**src/rtl/stopwatch_pkg.sv**
```systemverilog
// Shared types and constants for the stopwatch command path.
// Holds the inc-button repeat FSM states, counter width and default timing.
package stopwatch_pkg;

    typedef enum logic [1:0] {
        IDLE,
        HOLD,
        REPEAT
    } rep_state_t;

    localparam int unsigned MS_CNT_W      = 10;
    localparam int unsigned HOLD_MS_DEF   = 500;
    localparam int unsigned REPEAT_MS_DEF = 100;

endpackage : stopwatch_pkg

```
**src/rtl/btn_repeat.sv**
```systemverilog
// One increment-button channel: press edge, hold delay, then periodic auto-repeat.
// Emits a one-cycle pulse per press and per repeat interval.
module btn_repeat
    import stopwatch_pkg::*;
#(
    parameter int unsigned HOLD_MS   = HOLD_MS_DEF,
    parameter int unsigned REPEAT_MS = REPEAT_MS_DEF
) (
    input  logic clk,
    input  logic rst,
    input  logic en,
    input  logic ms_tick,
    input  logic lvl,
    output logic pulse,
    output logic rep
);

    localparam logic [MS_CNT_W-1:0] HOLD_CNT   = MS_CNT_W'(HOLD_MS);
    localparam logic [MS_CNT_W-1:0] REPEAT_CNT = MS_CNT_W'(REPEAT_MS);

    rep_state_t          state_q;
    rep_state_t          state_d;
    logic [MS_CNT_W-1:0] cnt_q;
    logic [MS_CNT_W-1:0] cnt_d;
    logic [MS_CNT_W-1:0] cnt_inc;
    logic                lvl_q;
    logic                rise;
    logic                pulse_d;

    assign rise    = lvl & ~lvl_q;
    assign cnt_inc = cnt_q + MS_CNT_W'(1);

    // State, counter and output registers; lvl_q resets high so a held button gives no edge.
    always_ff @(posedge clk) begin
        if (rst) begin
            state_q <= IDLE;
            cnt_q   <= '0;
            lvl_q   <= 1'b1;
            pulse   <= 1'b0;
            rep     <= 1'b0;
        end else begin
            state_q <= state_d;
            cnt_q   <= cnt_d;
            lvl_q   <= lvl;
            pulse   <= pulse_d;
            rep     <= (state_d == REPEAT);
        end
    end

    // Next state; a release always wins over a coincident tick.
    always_comb begin
        state_d = state_q;
        cnt_d   = cnt_q;
        pulse_d = 1'b0;
        if (!en) begin
            state_d = IDLE;
            cnt_d   = '0;
        end else begin
            unique case (state_q)
                IDLE: begin
                    if (rise) begin
                        pulse_d = 1'b1;
                        cnt_d   = '0;
                        state_d = HOLD;
                    end
                end
                HOLD: begin
                    if (!lvl) begin
                        state_d = IDLE;
                        cnt_d   = '0;
                    end else if (ms_tick) begin
                        if (cnt_inc == HOLD_CNT) begin
                            pulse_d = 1'b1;
                            cnt_d   = '0;
                            state_d = REPEAT;
                        end else begin
                            cnt_d = cnt_inc;
                        end
                    end
                end
                REPEAT: begin
                    if (!lvl) begin
                        state_d = IDLE;
                        cnt_d   = '0;
                    end else if (ms_tick) begin
                        if (cnt_inc == REPEAT_CNT) begin
                            pulse_d = 1'b1;
                            cnt_d   = '0;
                        end else begin
                            cnt_d = cnt_inc;
                        end
                    end
                end
                default: begin
                    state_d = IDLE;
                    cnt_d   = '0;
                end
            endcase
        end
    end

endmodule : btn_repeat

```
**src/rtl/button_event_gen.sv**
```systemverilog
// Turns debounced button/switch levels into one-cycle timer command strobes.
// Start/stop/softrst strobe once per press; the inc buttons auto-repeat while held.
module button_event_gen
    import stopwatch_pkg::*;
#(
    parameter int unsigned HOLD_MS   = HOLD_MS_DEF,
    parameter int unsigned REPEAT_MS = REPEAT_MS_DEF
) (
    input  logic clk,
    input  logic rst,
    input  logic clk1k,
    input  logic en,
    input  logic start_lvl,
    input  logic stop_lvl,
    input  logic softrst_lvl,
    input  logic inc_min_lvl,
    input  logic inc_sec_lvl,
    output logic start,
    output logic stop,
    output logic softrst,
    output logic inc_min,
    output logic inc_sec,
    output logic repeating
);

    logic clk1k_q;
    logic start_q;
    logic stop_q;
    logic softrst_q;
    logic ms_tick_c;
    logic start_rise;
    logic stop_rise;
    logic softrst_rise;
    logic rep_min;
    logic rep_sec;

    assign ms_tick_c    = clk1k & ~clk1k_q;
    assign start_rise   = start_lvl & ~start_q;
    assign stop_rise    = stop_lvl & ~stop_q;
    assign softrst_rise = softrst_lvl & ~softrst_q;

    // Edge history keeps tracking while disabled; stop takes priority over start.
    always_ff @(posedge clk) begin
        if (rst) begin
            clk1k_q   <= 1'b0;
            start_q   <= 1'b1;
            stop_q    <= 1'b1;
            softrst_q <= 1'b1;
            start     <= 1'b0;
            stop      <= 1'b0;
            softrst   <= 1'b0;
            repeating <= 1'b0;
        end else begin
            clk1k_q   <= clk1k;
            start_q   <= start_lvl;
            stop_q    <= stop_lvl;
            softrst_q <= softrst_lvl;
            start     <= en & start_rise & ~stop_rise;
            stop      <= en & stop_rise;
            softrst   <= en & softrst_rise;
            repeating <= rep_min | rep_sec;
        end
    end

    btn_repeat #(
        .HOLD_MS   (HOLD_MS),
        .REPEAT_MS (REPEAT_MS)
    ) u_inc_min (
        .clk     (clk),
        .rst     (rst),
        .en      (en),
        .ms_tick (ms_tick_c),
        .lvl     (inc_min_lvl),
        .pulse   (inc_min),
        .rep     (rep_min)
    );

    btn_repeat #(
        .HOLD_MS   (HOLD_MS),
        .REPEAT_MS (REPEAT_MS)
    ) u_inc_sec (
        .clk     (clk),
        .rst     (rst),
        .en      (en),
        .ms_tick (ms_tick_c),
        .lvl     (inc_sec_lvl),
        .pulse   (inc_sec),
        .rep     (rep_sec)
    );

endmodule : button_event_gen
```
**config.mk**
```make
export PLATFORM = sky130hd
export DESIGN_NAME = button_event_gen
export DESIGN_NICKNAME = d
export VERILOG_FILES = /design/src/rtl/stopwatch_pkg.sv /design/src/rtl/btn_repeat.sv /design/src/rtl/button_event_gen.sv
export SDC_FILE = /design/constraint.sdc
export NUM_CORES = 1
export LEC_CHECK = 0
export CELL_PAD_IN_SITES_DETAIL_PLACEMENT = 0
export CELL_PAD_IN_SITES_GLOBAL_PLACEMENT = 1
export CORE_MARGIN = 8
export CORE_UTILIZATION = 45
export CTS_CLUSTER_DIAMETER = 40
export DETAILED_ROUTE_END_ITERATION = 8
export PLACE_DENSITY = 0.85
export SYNTH_ARGS = -nofsm -noshare
export SYNTH_HDL_FRONTEND = slang
export SYNTH_SLANG_ARGS = --single-unit
```
**constraint.sdc**
```tcl
create_clock -name clk -period 3.9 [get_ports clk]
set_input_delay 0.39 -clock clk [delete_from_list [all_inputs] [get_ports clk]]
set_output_delay 0.39 -clock clk [all_outputs]
set_load 0.01 [all_outputs]
```
==> impl_metrics.ini, run 1 <==
[setup_path]
worstPathArrival_ns = 2.74
startpoint_type = register
worstPathMaxFanout = 12
cp-end-kind = register
required_ns = 4.09
crit_type = register to register

[yosys]
syn_nets = 294
avgSynthCellArea_um2 = 8.08
synth_edf_count = 0
syn_inst = 275
synth_flop_cell = dfxtp_1
synth.distinct_cells = 58
async_flop_share = 0
yosysSeqAreaShare = 0.343
synth_top_cell_by_area = dfxtp_1
ys_ff_latch = 38
synth_top_cells_by_area = dfxtp_1 34%, ha_1 5.6%, nand2_1 4.7%
yosysWarnings = 0
syn-cell-area_um2 = 2220
netlist.area_leader.share = 0.343

[placement]
dp_hpwl_um = 3490
portBuffers = 14
gp_congestion = 0.889
pre_cts_ws_ns = 1.32

[die]
die_h_um = 86.3
ioPinCount = 15
rows = 25
coreArea_um2 = 4750
start_util = 0.467
die_w_um = 86.3
dieArea_um2 = 7440

[grt]
grt_pass1_wl_um = 8410
antenna_found_initial = 0
grt_pass1_vias = 1845
track_usage = 0.136
grt_max_degree = 20
grt_overflow = 0

[sta]
final_max_slew_viol_count = 0
setup_viol = 0
clock.fmax_ghz = 0.392
slew_headroom = 0.517
finalWorstPathRequiredPeriod_ns = 2.55
fin_skew_ns = 0.0106
timing.final.crit_share = 0.653
setup-tns-final_ns = 0
worst_slew_pin_slew_ns = 0.724
finalHoldViolations = 0
rsz0062_at_grt = false
setup_ws_ns = 1.35

[outcome]
status = completed

[route]
via_per_inst = 5.62
dr.pass1.iters = 4
vias = 1974
drt-initial-drc-count = 110
postRouteAntennaNets = 0
routedWlPerCell_um = 13.6
detail_route.drc_violations = 0
routed_wl_um = 4760

[clock_network]
cts.sinks = 38
cts_tree = built
postCtsSetupBuffers = 0
postCtsHoldBufs = 0
cts_resized = 0
clk_root_buffer_cell = clkbuf_8
cts.htree.levels = 2
clock_path_buffers = 2
clk_latency_ns = 0.29
cts_buffers = 5
clkTransAtPathRegs_ns = 0.08

[power_and_ir_drop]
vdd_ir_drop_max_mv = 0.236
cellPowerDensity_nw_per_um2 = 295
leakage_nw = 0.865

[layout]
syn2layout_area_growth_pct = 11.0
final_common_cell = dfxtp_1
diodes = 0
final_nets = 302
layout_common_cells = 38 x dfxtp_1, 28 x nand2_1, 19 x o21ai_0, 19 x nor2_1, 16 x nand3_1
drive_gt1_frac = 0.0880

[job]
maxCapViolations = 0

[min_path]
hp-class = register to register
[cell type report]
class,count,area (um2)
Clock buffer,6,82.6
Timing Repair Buffer,14,140
Multi-Input combinational cell,211,1340
Tap cell,67,83.8
Inverter,13,48.8
Sequential cell,38,761
Clock inverter,2,12.5
Fill cell,486,2290
[Yosys cell counts, types with 2 or more instances]
cell,instances
nand2b_1,3
o21ai_0,19
clkbuf_1,7
or3b_1,2
o21a_1,3
and3_1,2
inv_1,13
nand3_1,16
nand4b_1,2
o21ai_2,2
and4_1,3
a21oi_1,11
a31o_2,2
nor3b_1,4
a32oi_1,2
nor4_1,4
a211o_1,3
or2_2,7
xor2_1,2
nor3_1,6
buf_2,3
a211oi_1,4
or4_1,2
a21o_1,5
or3_1,6
buf_6,3
nand2_1,28
ha_1,10
nand4_1,4
a31oi_1,4
a2bb2oi_1,3
nor2_1,19
nor2b_1,5
and2_1,2
dfxtp_1,38
o31ai_1,4
[worst paths after layout]
check / start / to / slack [ns] / depth (start not counted)
hold reg to reg: start_q$_SDFF_PP1_ / start$_SDFF_PP0_ / 0.40 / 1
hold / removal: start_q$_SDFF_PP1_ / start$_SDFF_PP0_ / 0.40 / 1
setup reg to reg: u_inc_sec.cnt_q[0]$_SDFFE_PP0P_ / u_inc_sec.cnt_q[3]$_SDFFE_PP0P_ / 1.35 / 8
setup / recovery: u_inc_sec.cnt_q[0]$_SDFFE_PP0P_ / u_inc_sec.cnt_q[3]$_SDFFE_PP0P_ / 1.35 / 8
[power breakdown]
group | internal, mW | total [mW] | switching [mW]
sequential | 0.393 | 0.396 | 0.00345
clock | 0.142 | 0.286 | 0.143
combinational | 0.0209 | 0.0449 | 0.0240
[kinds of logic after synthesis]
group                    after synthesis  share of synthesized area
AO/OA/AOI/OAI                         77                      0.241
XOR/XNOR                               2                    0.00789
adder cells (fa/ha/maj)               10                     0.0563
buffers and inverters                 26                     0.0558
flip-flops                            38                      0.343
multiplexers                           1                    0.00451
AND/OR/NAND/NOR                      121                      0.292
[routing by layer]
layer  global-route usage  share of wire  vias to the layer above
li1                     -              -                     1026
met1                0.183           0.52                      908
met2                0.206           0.42                       34
met3               0.0350          0.046                        6
met4               0.0469          0.013                        0
met5                    0              0                        -
[per-stage QoR]
stage,hold WS (ns),std cells,total power [mW],utilization,instance area [um2]
final,0.395,351,0.727,0.518,2460
after global placement,0.380,343,0.450,0.498,2370
after global routing,0.423,351,0.757,0.518,2460
after floorplan,0.372,275,0.432,-,2220
after CTS,0.401,351,0.735,0.518,2460
after detailed placement,0.379,343,0.450,0.498,2370
[critical path: stages, from the launching register on]
cell and delay, ns:
dfxtp_1 0.38, ha_1 0.34, or3b_1 0.39, a211o_1 0.29, o31ai_1 0.10, a211oi_1 0.14, o21ai_2 0.43, nor2_1 0.10
a211o_1 0.27
[sequential cells by signal (all words and copies together) (netlist names), 2 cells and up]
| register | cells |
|---|---|
| u_inc_sec.state_q | 2 |
| u_inc_sec.cnt_q | 10 |
| u_inc_min.cnt_q | 10 |
| u_inc_min.state_q | 2 |
Power figures use the tool's default switching activity.
==> inputs of run 2 (changes only) <==
CORE_UTILIZATION = 44   (was 45)
PLACE_DENSITY = 0.83   (was 0.85)
clock period = 2.6 ns   (was 3.9 ns; I/O delays follow)
==> impl_metrics.ini, run 2 (synthesized netlist as in run 1, its figures left out) <==
[die]
rows = 26
coreArea_um2 = 4980
die_h_um = 87.0
start_util = 0.446
ioPinCount = 15
dieArea_um2 = 7580
die_w_um = 87.0

[clock_network]
cts.sinks = 38
clk_latency_ns = 0.29
clock_path_buffers = 2
cts_buffers = 5
cts.htree.levels = 2
clk_root_buffer_cell = clkbuf_8
cts_tree = built
cts_resized = 0
clkTransAtPathRegs_ns = 0.08

[setup_path]
critPathTopFamily = compound AO/OA/AOI/OAI gates
ff2ff_path_depth = 9
crit_path_max_incr_delay_ns = 0.38
cp_num_buf_inv = 1
cp_num_cells = 9
r2r_setup_slack_ns = 0.17
crit_slowest_cell = or3b_1
crit_path_cell_trace = ha_1 -> or3b_1 -> a211o_1 -> o31ai_1 -> a211oi_1 -> o21ai_2 -> buf_4 -> nor2_2 -> a211o_1
crit_type = register to register
critPathMostFrequentCell = a211o_1
worstPathMaxFanout = 10
required_ns = 2.78
worstPathArrival_ns = 2.61
cp-end-kind = register
rr_endpoint = u_inc_sec.cnt_q[6]$_SDFFE_PP0P_
startpoint_type = register
r2r-start = u_inc_sec.cnt_q[0]$_SDFFE_PP0P_

[sta]
slew_headroom = 0.640
rsz0062_at_grt = false
finalWorstPathRequiredPeriod_ns = 2.43
clock.fmax_ghz = 0.411
worst_slew_pin_slew_ns = 0.537
timing.final.crit_share = 0.935
final_max_slew_viol_count = 0
setup-tns-final_ns = 0
finalHoldViolations = 0
fin_skew_ns = 0.00418
setup_viol = 0

[grt]
grt_max_degree = 13
track_usage = 0.141
grt_pass1_wl_um = 8740
grt_pass1_vias = 1935
grt_overflow = 0
antenna_found_initial = 0

[layout]
final_common_cell = dfxtp_1
drive_gt1_frac = 0.113
diodes = 0
biggestRegsByFlops = u_inc_min.cnt_q: 10 flops, u_inc_sec.cnt_q: 10 flops
layout_common_cells = 38 x dfxtp_1, 28 x nand2_1, 19 x o21ai_0, 19 x nor2_1, 16 x nand3_1
syn2layout_area_growth_pct = 13.9
final_nets = 310
fin_area_um2 = 2530

[route]
detail_route.drc_violations = 0
via_per_inst = 5.55
vias = 2008
postRouteAntennaNets = 0
dr.pass1.iters = 4
drt-initial-drc-count = 100
routedWlPerCell_um = 13.3
routed_wl_um = 4830

[job]
maxCapViolations = 0

[placement]
portBuffers = 14
gp_congestion = 0.818
dp_hpwl_um = 3670
dpl_cell_area_um2 = 2430

[min_path]
min-delay-start = softrst_q$_SDFF_PP1_
min_delay_path_depth = 1
hp-class = register to register
hold_end = softrst$_SDFF_PP0_

[outcome]
status = completed

[power_and_ir_drop]
leakage_nw = 0.902
vdd_ir_drop_max_mv = 0.232
cellPowerDensity_nw_per_um2 = 433
-- run 2: changes by cell type in the layout (fill, tap and decap cells not counted), sizes merged --
cell / before / now
buf: 0 / 8
-- run 2: per-stage QoR --
| step | util | instances | power (mW) | hold slack (ns) | setup slack (ns) |
|---|---|---|---|---|---|
| 3_3_place_gp | 0.487 | 353 | 0.682 | 0.376 | 0.234 |
| 5_1_grt | 0.508 | 362 | 1.15 | 0.412 | 0.0155 |
| 2_1_floorplan | - | 275 | 0.648 | 0.332 | 0.403 |
| 3_5_place_dp | 0.487 | 353 | 0.683 | 0.384 | 0.172 |
| 6_report | 0.508 | 362 | 1.10 | 0.393 | 0.168 |
| 4_1_cts | 0.507 | 361 | 1.11 | 0.396 | 0.167 |
-- run 2: area by class of cell --
type | count | area (um2)
fill | 488 | 2450
multi-input combinational | 211 | 1340
sequential | 38 | 761
timing repair buffer | 22 | 200
tap | 70 | 87.6
clock buffer | 6 | 82.6
inverter | 13 | 48.8
clock inverter | 2 | 12.5
-- run 2: report_power, final --
group          internal, mW  switching [mW]  total (mW)
Clock                 0.213           0.213       0.427
Sequential            0.589         0.00512       0.594
Combinational        0.0357          0.0388      0.0744
Total                 0.838           0.257        1.10
-- run 2: layer usage --
layer | up-vias | track usage | wire [um]
met5 | - | 0 | 0
met4 | 0 | 0.0501 | 54
met3 | 5 | 0.0283 | 128
met2 | 21 | 0.241 | 2330
met1 | 943 | 0.170 | 2320
li1 | 1039 | - | -
-- run 2: worst max path at each step --
| stage | from | slack (ns) | to |
|---|---|---|---|
| 6_report | u_inc_sec.cnt_q[0]$_SDFFE_PP0P_ | 0.17 | u_inc_sec.cnt_q[6]$_SDFFE_PP0P_ |
| 5_1_grt | u_inc_sec.cnt_q[0]$_SDFFE_PP0P_ | 0.02 | u_inc_sec.cnt_q[6]$_SDFFE_PP0P_ |
| 4_1_cts | u_inc_sec.cnt_q[0]$_SDFFE_PP0P_ | 0.17 | u_inc_sec.cnt_q[6]$_SDFFE_PP0P_ |
| 3_5_place_dp | u_inc_sec.cnt_q[0]$_SDFFE_PP0P_ | 0.17 | u_inc_sec.cnt_q[6]$_SDFFE_PP0P_ |
| 3_3_place_gp | u_inc_sec.cnt_q[0]$_SDFFE_PP0P_ | 0.23 | u_inc_sec.cnt_q[6]$_SDFFE_PP0P_ |
| 2_1_floorplan | u_inc_sec.cnt_q[0]$_SDFFE_PP0P_ | 0.40 | u_inc_sec.cnt_q[6]$_SDFFE_PP0P_ |
-- run 2: timing repair --
action / 4_1_cts / 5_1_grt
hold buffers: 0 / 0
setup endpoints to repair: 0 / 1
setup buffers: 0 / 1
-- run 2: worst reg2reg max path, stage by stage, from the launching register on --
cell and delay [ns]:
dfxtp_1 0.37, ha_1 0.33, or3b_1 0.38, a211o_1 0.29
o31ai_1 0.10, a211oi_1 0.15, o21ai_2 0.24, buf_4 0.19
nor2_2 0.05, a211o_1 0.25
==> inputs of run 3 (changes only) <==
CORE_UTILIZATION = 45   (was 44)
GPL_ROUTABILITY_DRIVEN = 0   (was default)
PLACE_DENSITY = 0.85   (was 0.83)
clock period = 2.9 ns   (was 2.6 ns; I/O delays follow)
==> impl_metrics.ini, run 3 (synthesized netlist as in run 1, its figures left out) <==
[sta]
finalHoldViolations = 0
setup-tns-final_ns = 0
finalWorstPathRequiredPeriod_ns = 2.53
hold-worst-slack_ns = 0.396
final_max_slew_viol_count = 0
worst_slew_pin_slew_ns = 0.582
clock.fmax_ghz = 0.396
setup_viol = 0
slew_headroom = 0.611
timing.final.crit_share = 0.871
rsz0062_at_grt = false
setup_ws_ns = 0.375
fin_skew_ns = 0.00548

[grt]
track_usage = 0.143
grt_max_degree = 15
grt_pass1_vias = 1897
antenna_found_initial = 0
grt_pass1_wl_um = 8740
grt_overflow = 0

[clock_network]
postCtsHoldBufs = 0
cts_resized = 0
cts_tree = built
postCtsSetupBuffers = 0
clock_path_buffers = 2
cts.sinks = 38
clk_root_buffer_cell = clkbuf_8
clkTransAtPathRegs_ns = 0.08
cts_buffers = 5
clk_latency_ns = 0.29
cts.htree.levels = 2

[layout]
biggestRegsByFlops = u_inc_min.cnt_q: 10 flops, u_inc_sec.cnt_q: 10 flops
fin_area_um2 = 2500
final_nets = 305
regArea_um2 = 761
final_cells = 354
diodes = 0
layout_common_cells = 38 x dfxtp_1, 28 x nand2_1, 19 x o21ai_0, 19 x nor2_1, 16 x nand3_1
multi_input_area_um2 = 1340
final_common_cell = dfxtp_1
drive_gt1_frac = 0.0976
nFillCells = 476
syn2layout_area_growth_pct = 12.6

[route]
detail_route.drc_violations = 0
routedWlPerCell_um = 14.2
routed_wl_um = 5030
vias = 1970
via_per_inst = 5.56
postRouteAntennaNets = 0
drt-initial-drc-count = 154
dr.pass1.iters = 4

[power_and_ir_drop]
cellPowerDensity_nw_per_um2 = 419
vdd_ir_drop_max_mv = 0.350
leakage_nw = 0.890

[setup_path]
r2r_setup_slack_ns = 0.37
cp-end-kind = register
r2r-start = u_inc_sec.cnt_q[0]$_SDFFE_PP0P_
worstPathMaxFanout = 12
required_ns = 3.09
setup.worst_path.start = u_inc_sec.cnt_q[0]$_SDFFE_PP0P_
worstPathArrival_ns = 2.72
ff2ff_path_depth = 8
rr_endpoint = u_inc_sec.cnt_q[3]$_SDFFE_PP0P_
startpoint_type = register
crit_type = register to register

[placement]
portBuffers = 14
pre_cts_ws_ns = 0.392
dpl_cell_area_um2 = 2390
dp_hpwl_um = 3680
dp.cells = 346

[min_path]
min_delay_path_depth = 1
hold_end = start$_SDFF_PP0_
hp-class = register to register
min-delay-start = start_q$_SDFF_PP1_

[outcome]
status = completed

[die]
rows = 25
dieArea_um2 = 7440
ioPinCount = 15
start_util = 0.467
coreArea_um2 = 4750
die_h_um = 86.3
die_w_um = 86.3

[job]
maxCapViolations = 0
-- run 3: cell count changes in the layout (fill, tap and decap cells not counted) --
cell,before,now
buf_4,8,3
bufinv_16,0,1
clkbuf_8,6,5
clkinv_2,1,2
clkinvlp_4,1,0
-- run 3: layer usage --
layer  part of all wire  global-route usage  wire, um
met1               0.50               0.185      2500
met2               0.44               0.217      2230
met3              0.043              0.0444       216
met4              0.016              0.0548        81
met5                  0                   0         0
-- run 3: stage by stage --
stage	power (mW)	utilization
3_3_place_gp	0.610	0.503
5_1_grt	1.08	0.526
2_1_floorplan	0.581	-
4_1_cts	1.06	0.526
3_5_place_dp	0.611	0.503
6_report	1.05	0.526
-- run 3: final cells by class --
class / instances / area share
Inverter: 13 / 0.0195
Clock buffer: 5 / 0.0275
Sequential cell: 38 / 0.304
Tap cell: 67 / 0.0335
Clock inverter: 3 / 0.0160
Multi-Input combinational cell: 211 / 0.534
Timing Repair Buffer: 17 / 0.0650
-- run 3: worst max path at each step --
stage	end	slack [ns]	cells past startpoint
2_1_floorplan	u_inc_sec.cnt_q[6]$_SDFFE_PP0P_	0.70	10
3_3_place_gp	u_inc_sec.cnt_q[3]$_SDFFE_PP0P_	0.48	8
3_5_place_dp	u_inc_sec.cnt_q[3]$_SDFFE_PP0P_	0.39	8
4_1_cts	u_inc_sec.cnt_q[3]$_SDFFE_PP0P_	0.38	8
5_1_grt	u_inc_sec.cnt_q[3]$_SDFFE_PP0P_	0.20	8
6_report	u_inc_sec.cnt_q[3]$_SDFFE_PP0P_	0.37	8
-- run 3: critical path: stages, from the launching register on --
cell and delay [ns]:
dfxtp_1 0.36, ha_1 0.33, or3b_1 0.39, a211o_1 0.30, o31ai_1 0.09, a211oi_1 0.14, o21ai_2 0.44, nor2_1 0.10
a211o_1 0.27
-- run 3: power by group --
part	total, mW	switching (mW)	internal (mW)	leakage, nW
logic	0.0650	0.0340	0.0310	0.524
registers	0.533	0.00446	0.528	0.308
clock network	0.449	0.196	0.253	0.0579
